<file path="src/rtl/if_fetch_unit.sv">
// Instruction-fetch stage: owns the PC, runs a single-outstanding req/ack fetch to
// instruction memory, holds under stall, redirects from ID, and bubbles when empty.
module if_fetch_unit #(
  parameter logic [31:0] RESET_PC = 32'h0000_0000,
  parameter logic [31:0] NOP_INST = 32'h0000_0000
) (
  input  logic        Clk,
  input  logic        Rst_n,
  input  logic        Stall,
  input  logic        Redirect,
  input  logic [31:0] Redirect_PC,
  output logic        Imem_Req,
  output logic [31:0] Imem_Addr,
  input  logic        Imem_Ack,
  input  logic [31:0] Imem_Data,
  output logic [31:0] Inst,
  output logic [31:0] PC_4,
  output logic        Inst_Valid
);

  typedef enum logic [1:0] {
    IDLE    = 2'd0,
    FETCH   = 2'd1,
    HELD    = 2'd2,
    DISCARD = 2'd3
  } state_t;

  state_t      state_r, state_s;
  logic [31:0] pc_r, pc_s;
  logic [31:0] held_r, held_s;
  logic [31:0] addr_s, inst_s, pc_4_s;
  logic        req_s, valid_s;
  logic [31:0] pc_inc_s, target_s;

  assign pc_inc_s = pc_r + 32'd4;
  assign target_s = Redirect_PC & ~32'd3;

  // State and registered-output update; every output leaves a flop.
  always_ff @(posedge Clk or negedge Rst_n) begin
    if (!Rst_n) begin
      state_r    <= IDLE;
      pc_r       <= RESET_PC;
      held_r     <= 32'd0;
      Imem_Req   <= 1'b0;
      Imem_Addr  <= RESET_PC;
      Inst       <= NOP_INST;
      PC_4       <= 32'd0;
      Inst_Valid <= 1'b0;
    end else begin
      state_r    <= state_s;
      pc_r       <= pc_s;
      held_r     <= held_s;
      Imem_Req   <= req_s;
      Imem_Addr  <= addr_s;
      Inst       <= inst_s;
      PC_4       <= pc_4_s;
      Inst_Valid <= valid_s;
    end
  end

  // Next-state logic: Redirect beats Stall, Stall beats Ack.
  always_comb begin
    state_s = state_r;
    pc_s    = pc_r;
    held_s  = held_r;
    req_s   = Imem_Req;
    addr_s  = Imem_Addr;
    inst_s  = Inst;
    pc_4_s  = PC_4;
    valid_s = Inst_Valid;
    case (state_r)
      IDLE: begin
        state_s = FETCH;
        req_s   = 1'b1;
        if (Redirect) begin
          pc_s    = target_s;
          addr_s  = target_s;
          inst_s  = NOP_INST;
          valid_s = 1'b0;
        end else begin
          addr_s = pc_r;
        end
      end
      FETCH: begin
        if (Redirect) begin
          pc_s    = target_s;
          inst_s  = NOP_INST;
          valid_s = 1'b0;
          if (Imem_Ack) begin
            addr_s = target_s;
          end else begin
            // Old request is still in flight; keep its address until it acks.
            state_s = DISCARD;
          end
        end else if (Stall) begin
          if (Imem_Ack) begin
            held_s  = Imem_Data;
            req_s   = 1'b0;
            state_s = HELD;
          end else begin
            state_s = FETCH;
          end
        end else if (Imem_Ack) begin
          inst_s  = Imem_Data;
          pc_4_s  = pc_inc_s;
          valid_s = 1'b1;
          pc_s    = pc_inc_s;
          addr_s  = pc_inc_s;
        end else begin
          inst_s  = NOP_INST;
          valid_s = 1'b0;
        end
      end
      HELD: begin
        if (Redirect) begin
          pc_s    = target_s;
          addr_s  = target_s;
          req_s   = 1'b1;
          inst_s  = NOP_INST;
          valid_s = 1'b0;
          state_s = FETCH;
        end else if (!Stall) begin
          inst_s  = held_r;
          pc_4_s  = pc_inc_s;
          valid_s = 1'b1;
          pc_s    = pc_inc_s;
          addr_s  = pc_inc_s;
          req_s   = 1'b1;
          state_s = FETCH;
        end else begin
          state_s = HELD;
        end
      end
      DISCARD: begin
        inst_s  = NOP_INST;
        valid_s = 1'b0;
        req_s   = 1'b1;
        if (Redirect) begin
          pc_s = target_s;
        end else if (Imem_Ack) begin
          addr_s  = pc_r;
          state_s = FETCH;
        end else begin
          state_s = DISCARD;
        end
      end
      default: begin
        state_s = IDLE;
        req_s   = 1'b0;
        inst_s  = NOP_INST;
        valid_s = 1'b0;
      end
    endcase
  end

endmodule

</file>
<file path="config.mk">
export PLATFORM = sky130hd
export DESIGN_NAME = if_fetch_unit
export DESIGN_NICKNAME = d
export VERILOG_FILES = /design/src/rtl/if_fetch_unit.sv
export SDC_FILE = /design/constraint.sdc
export NUM_CORES = 1
export LEC_CHECK = 0
export ABC_AREA = 1
export BUFFER_PORTS_ARGS = -buffer_cell sky130_fd_sc_hd__buf_2
export CAP_MARGIN = 30
export CORE_ASPECT_RATIO = 0.7
export CORE_MARGIN = 1
export CORE_UTILIZATION = 40
export CTS_CLUSTER_SIZE = 8
export DETAILED_ROUTE_END_ITERATION = 7
export PLACE_DENSITY = 0.67
export SLEW_MARGIN = 25
export SYNTH_ARGS = -nofsm -noshare
export SYNTH_HDL_FRONTEND = slang
export SYNTH_SLANG_ARGS = --single-unit
</file>
<file path="constraint.sdc">
create_clock -name Clk -period 5.6 [get_ports Clk]
set_input_delay 0 -clock Clk [delete_from_list [all_inputs] [get_ports Clk]]
set_output_delay 0 -clock Clk [all_outputs]
set_load 0.01 [all_outputs]
</file>
==> results.md, run 1 <==
- Status: completed
- Post-DP Area: between 9000 and 10,000 µm²
- Bufs on Longest Clock Path: 2
- Peak supply drop: 0.293 mV
- Grt total ovfl: 0
- Pin count of the biggest net entering global routing: 67
- Vias/cell: 5.20
- IO buf count: 164
- TritonCTS clock tree: yes
- Final setup TNS: 0 ns
- Mapped Avg Cell Area: 7.49 µm²
- Clk network pwr share: 0.199
- Switching Fraction: 0.467
- Post-synth EDFFs: 0
- Crit path DAT: 3.01 ns
- Reg power frac: 0.339
- Final min period: 2.70 ns
- Drt pass-1 iters: 6
- Clk sinks: 164
- FF-to-FF Start: state_r[1]
- # Max-Cap Violations: 0
- Crit path cell chain: inv_1 -> ha_1 -> inv_2 -> nand2_1 -> nand2_1 -> nand2_1 -> buf_4 -> inv_1 -> buf_4 -> nor2_1 -> a21oi_1
- Hold WC Path Type: in2reg
- Slew @ Worst Pin: 0.918 ns
- Area grow syn2layout: 25.4%
- Area of the multi-input gates: 4140 µm²
- Pint: 3270 µW
- Buf/Inv on CP: 5
- Routed wire length: 27.1 mm
- Residual DRC count: 0
- Final setup fails: 0
- Synthesis warning total: 0
- Clk_lat worst skew: 0.44 ns
- Avg WL per Cell: approximately 16 µm
- Post-Syn Instances: 1,201
- Inserted Diodes: 0
- RSZ-0062 raised after global routing: false
- Worst-path clk slew: around 0.08 ns
- Top cell family by delay on the critical path: buffers and inverters
- Synth area leaders: dfrtp_1, nand2_1, o21ai_0, nand3_1, inv_1
- Setup slack after placement: about 3.0 ns
- Worst setup path startpoint: state_r[1]
- DR iter-0 viols: around 830
- Cell taking the most area after synthesis: dfrtp_1
- Lkg Pwr: 0.00559 µW
- I/O pins: between 150 and 200
- Routability cong.: 0.915
- Comb pwr share: 0.462
- First-pass GRT wire length: 43.5 mm
- Initial core utilization: 0.412
- Max_slew headroom: 0.387
- Synth Flop Type: dfrtp_1
- Die height: 127 µm
- Vias post-DR: about 8,800
- Setup Buffers After CTS: 0
- Crit share post-route: 0.483
- Core Area: 21,800 µm²
- Hold Buf Count CTS: 64
- Worst setup margin: 2.90 ns
- CTS resizes: 0
- CP peak stage delay: 0.40 ns
- Row cnt: 45
- Area of the mapped netlist: 9000 µm²
- Worst slack on hold paths: approximately 0.026 ns
- H-tree Lvls: 4
- CTS buffer count: 17
- Worst hold start: Redirect_PC[7]
- Vias in the first global route: just over 8,000
- Die area: 23,100 µm²
- CP Launch Type: flop
- Sw power: between 2000 and 3000 µW
- Register area share after synthesis: 0.456
- Final Util: 0.516
- Unique masters post-synth: 35
- Post-synth net total: 1,277
- CP max-delay cell: dfrtp_1
- Cell mode on critical path: nand2_1
- Slew Limit Fails: 0
- Area share of the largest cell type after synthesis: 0.456
- FF+latch area: approximately 4100 µm²
- Element type at the critical path end: flop
- Final nets: 1,469
- Seq cells post-synth: 164
- R2R cell count: 11
- # fillers: 2,112
- Worst hold path stage count: 5
- Antenna Nets Post-Route: 0
- Worst clock skew: 0.0109 ns
- Die width: ~180 µm
- WP data required: 5.91 ns
- Crit Path Max Fanout: 33
- Worst path depth: 11
- PwrDens: 544 nW/µm²
- Crit Path Class: reg2reg
- Final instance area: 11,300 µm²
- Hold Vio Cnt, Final: 0
- Total GRT Usage: 0.239
- Root Driver: clkbuf_16
- FMAX: approximately 370 MHz
- Share of post-route cells with drive strength above 1: 0.179
- Placed wire-length estimate: between 15 and 20 mm
- Ys async rst share: 1.00
- Initial antenna violation count: 0
power by group through the flow:
stage | clock (µW) | combinational [µW] | sequential, µW
3_3_place_gp | 0 | 2670 | 2070
3_5_place_dp | 0 | 2740 | 2080
6_report | 1220 | 2830 | 2080
5_1_grt | 1290 | 3170 | 2140
4_1_cts | 1240 | 2790 | 2070
2_1_floorplan | 0 | 1790 | 2110
layout by cell type, fill, tap and decap left out, types with 6 or more instances in the layout:
| cell type | n |
|---|---|
| a21oi_1 | 59 |
| o21a_1 | 9 |
| inv_1 | 113 |
| dfrtp_1 | 164 |
| nand2_1 | 346 |
| nor2_4 | 11 |
| nand3_1 | 85 |
| xor2_1 | 7 |
| buf_2 | 163 |
| nor2_1 | 101 |
| buf_4 | 12 |
| ha_1 | 6 |
| a221oi_1 | 17 |
| dlygate4sd3_1 | 64 |
| o22ai_1 | 10 |
| clkbuf_16 | 17 |
| o21ai_0 | 141 |
| a22oi_1 | 21 |
| nand2_2 | 6 |
cell families after synthesis:
logic type / Yosys count / share of synthesized area
compound gates: 270 / 0.173
buf+inv: 188 / 0.0873
xor+xnor: 10 / 0.0122
flops: 164 / 0.456
simple gates: 562 / 0.262
fa+ha+maj: 7 / 0.00973
Yosys cell counts, drive strengths merged, types with 2 or more instances:
master	instances
ha	7
a221oi	17
inv	118
nor2	115
a21oi	60
buf	36
dfrtp	164
o22ai	10
o21ai	143
nand3	85
o211ai	3
nand2	355
and2	2
a31oi	3
xor2	10
a22oi	24
clkbuf	34
o21a	9
or2	2
cell type report:
cell class | instances | share of cell area
flip-flops and latches | 164 | 0.364
multi-input cells | 849 | 0.367
repair buffers | 243 | 0.144
clock buffers | 17 | 0.0377
inverters | 118 | 0.0393
well taps | 282 | 0.0313
clock inverters | 15 | 0.0174
metal layers:
metal	up-vias	share of wire	GRT usage	wire length, µm
met4	0	0.015	0.0563	401
met2	356	0.42	0.350	11400
met5	-	0	0	0
li1	4278	-	-	-
met1	4106	0.47	0.345	12800
met3	30	0.092	0.0707	2510
worst paths after layout:
kind	to	slack, ns
worst max-delay path	Imem_Addr[29]	2.90
max in group asynchronous	held_r[28]	4.21
worst min-delay path	Imem_Addr[7]	0.03
worst max register to register	Imem_Addr[29]	2.90
worst min register to register	PC_4[4]	0.48
min in group asynchronous	PC_4[10]	0.13
sequential cells by signal, summed over array words and instances, names as in the netlist:
name        count
PC_4           32
held_r         32
pc_r           32
Inst_Valid      1
Imem_Addr      32
Imem_Req        1
Inst           32
state_r         2
through the flow:
stage | power, µW | std cells
2_1_floorplan | 3900 | 1201
4_1_cts | 6100 | 1686
3_3_place_gp | 4740 | 1589
3_5_place_dp | 4820 | 1590
6_report | 6140 | 1688
5_1_grt | 6600 | 1688
worst min-delay path, stage by stage:
cell	delay [ns]
buf_2	0.10
nand2_1	0.07
o21ai_0	0.11
nand3_1	0.08
a21oi_1	0.06
Note: power is estimated with default switching activity, not from simulation.
==> run 2, diff against run 1 <==
Settings changed: ABC_AREA 1 to 0.
Clock period 5.6 ns to 2.7 ns, I/O delays scaled along.
==> results.md, run 2 <==
- WP data required: 3.00 ns
- Synth Flop Type: dfrtp_1
- Met1 Use GR: 0.346
- Hold Vio Cnt, Final: 0
- H-tree Lvls: 4
- Final Util: 0.524
- Area grow syn2layout: 28.6%
- Worst clock skew: 0.00816 ns
- Setup Buffers After CTS: 0
- R2R cell count: 7
- Reg-to-Reg End: Imem_Addr[26]
- First-pass GRT wire length: around 38 mm
- Synthesis warning total: 0
- Clk_lat worst skew: between 0.4 and 0.5 ns
- Count leader, synth: dfrtp_1
- Die area: approximately 22,000 µm²
- Synth area leaders: dfrtp_1, mux2_2, nor2_1, o21ai_0, a22o_1
- Most frequent cells in the layout: dfrtp_1, buf_2, nor2_1, nand2_1, dlygate4sd3_1
- Crit Path Class: reg2reg
- Share of post-route cells with drive strength above 1: 0.279
- Met3 global-route usage: 0.0479
- Seq cells post-synth: 164
- Antenna Nets Post-Route: 0
- Clk sinks: around 160
- Max_slew headroom: 0.531
- Routed wire length: 24.2 mm
- TritonCTS clock tree: yes
- Worst slack on hold paths: 0.0258 ns
- WHS Endpoint: state_r[0]
- Avg WL per Cell: 17.9 µm
- PwrDens: ~1000 nW/µm²
- Drt pass-1 iters: 8
- Register area share after synthesis: 0.485
- DR iter-0 viols: 673
- Grt total ovfl: 0
- Inserted Diodes: 0
- Post-synth net total: 930
- Vias in the first global route: 6,834
- CP Launch Type: flop
- Cell taking the most area after synthesis: dfrtp_1
- Failing checks: design-rule violations
- Buf/Inv on CP: 2
- Residual DRC count: 1
- Final min period: 2.45 ns
- Worst-path clk slew: 0.07 ns
- Total GRT Usage: 0.224
- Post-Syn Instances: roughly 850
- Worst hold start: Stall
- Initial antenna violation count: 0
- FF-to-FF Start: state_r[1]
- Worst setup path startpoint: state_r[1]
- CTS buffer count: 17
- Vias/cell: 5.54
- FMAX: 407 MHz
- # fillers: 1,894
- IO buf count: between 150 and 200
- Root Driver: clkbuf_16
- Hold WC Path Type: in2reg
- Vias post-DR: 7,476
- # Max-Cap Violations: 0
- Core Area: 20,800 µm²
- Crit path cell chain: inv_1 -> ha_1 -> or2_1 -> a221o_1 -> buf_12 -> a221oi_1 -> o22ai_1
- Mapped Avg Cell Area: ~9.9 µm²
- Worst hold path stage count: 4
- Bufs on Longest Clock Path: 2
- GRT Max-Usage Layer: met1
- Most common cell after layout, fill and taps aside: dfrtp_1
- Slew @ Worst Pin: 0.703 ns
- Crit share post-route: 0.909
- Crit Path Max Fanout: 14
- Slew Limit Fails: 0
- Element type at the critical path end: flop
- Register-to-register setup slack: 0.25 ns
- Final setup TNS: 0 ns
- Pin count of the biggest net entering global routing: 67
- RSZ-0062 raised after global routing: false
- Die width: 176 µm
- Final setup fails: 0
- M2 GR Usage: 0.312
- Crit path DAT: 2.75 ns
- Routability cong.: 0.870
- CP max-delay cell: a221o_1
- I/O pins: 167
- Row cnt: 44
- Lkg Pwr: around 0.0049 µW
- Placed wire-length estimate: 16.6 mm
- Peak supply drop: 0.485 mV
- Top cell family by delay on the critical path: compound AO/OA/AOI/OAI gates
- Die height: 124 µm
- Post-synth EDFFs: 0
- Unique masters post-synth: 63
- Final nets: 1,136
- Area share of the largest cell type after synthesis: 0.485
- CP peak stage delay: 0.59 ns
- Status: complete, but fails checks
- Area of the mapped netlist: 8460 µm²
- Initial core utilization: 0.408
- Ys async rst share: 1.00
- Synth top cells by count: dfrtp_1, nor2_1, nand2_1, o21ai_0, mux2_2
run 2: timing repair:
action                                 4_1_cts  5_1_grt
hold buffers                                62        0
resized for setup                            0        0
endpoints found under the hold margin      170        0
run 2: through the flow:
step	worst slack (ns)	area [µm²]	total power (µW)	cells
after global routing	0.0461	10900	11600	1349
after floorplan	0.573	8460	6570	854
after CTS	0.241	10900	10900	1349
final	0.246	10900	10900	1349
after global placement	0.334	9650	8240	1255
after detailed placement	0.259	9650	8330	1255
run 2: cell type report:
type                    count  area (µm²)  share of cell area
inverters                  11        41.3             0.00379
clock inverters            14         168              0.0154
well taps                 276         345              0.0317
repair buffers            265        1790               0.165
flip-flops and latches    164        4100               0.377
clock buffers              18         439              0.0404
multi-input cells         601        3990               0.367
run 2: power by group:
part / switching (µW) / internal [µW] / total, µW
registers: 549 / 3330 / 3880
logic: 2660 / 1860 / 4510
clock network: 1080 / 1420 / 2500
total: 4290 / 6610 / 10900
run 2: logic make-up after synthesis:
| kind of cell | synth area share |
|---|---|
| simple gates | 0.155 |
| mux | 0.0636 |
| compound gates | 0.198 |
| fa+ha+maj | 0.0103 |
| flops | 0.485 |
| xor+xnor | 0.0435 |
| buf+inv | 0.0452 |
run 2: worst register-to-register path: stages (launching register included):
cell	delay [ns]
dfrtp_1	0.40
inv_1	0.12
ha_1	0.27
or2_1	0.33
a221o_1	0.60
buf_12	0.27
a221oi_1	0.24
o22ai_1	0.11
run 2: worst max-delay path by stage:
stage / cells past startpoint / slack [ns] / endpoint
after floorplan: 9 / 0.57 / Imem_Addr[10]
after global placement: 7 / 0.33 / Imem_Addr[7]
after detailed placement: 7 / 0.26 / Imem_Addr[7]
after CTS: 7 / 0.24 / Imem_Addr[7]
after global routing: 8 / 0.05 / Imem_Addr[12]
final: 7 / 0.25 / Imem_Addr[26]
run 2: per-layer routing:
| metal | part of all wire | wire length, µm | up-vias |
|---|---|---|---|
| met5 | 0 | 0 | - |
| met4 | 0.013 | 325 | 0 |
| li1 | - | - | 3518 |
| met2 | 0.42 | 10100 | 288 |
| met1 | 0.49 | 11900 | 3647 |
| met3 | 0.074 | 1800 | 23 |
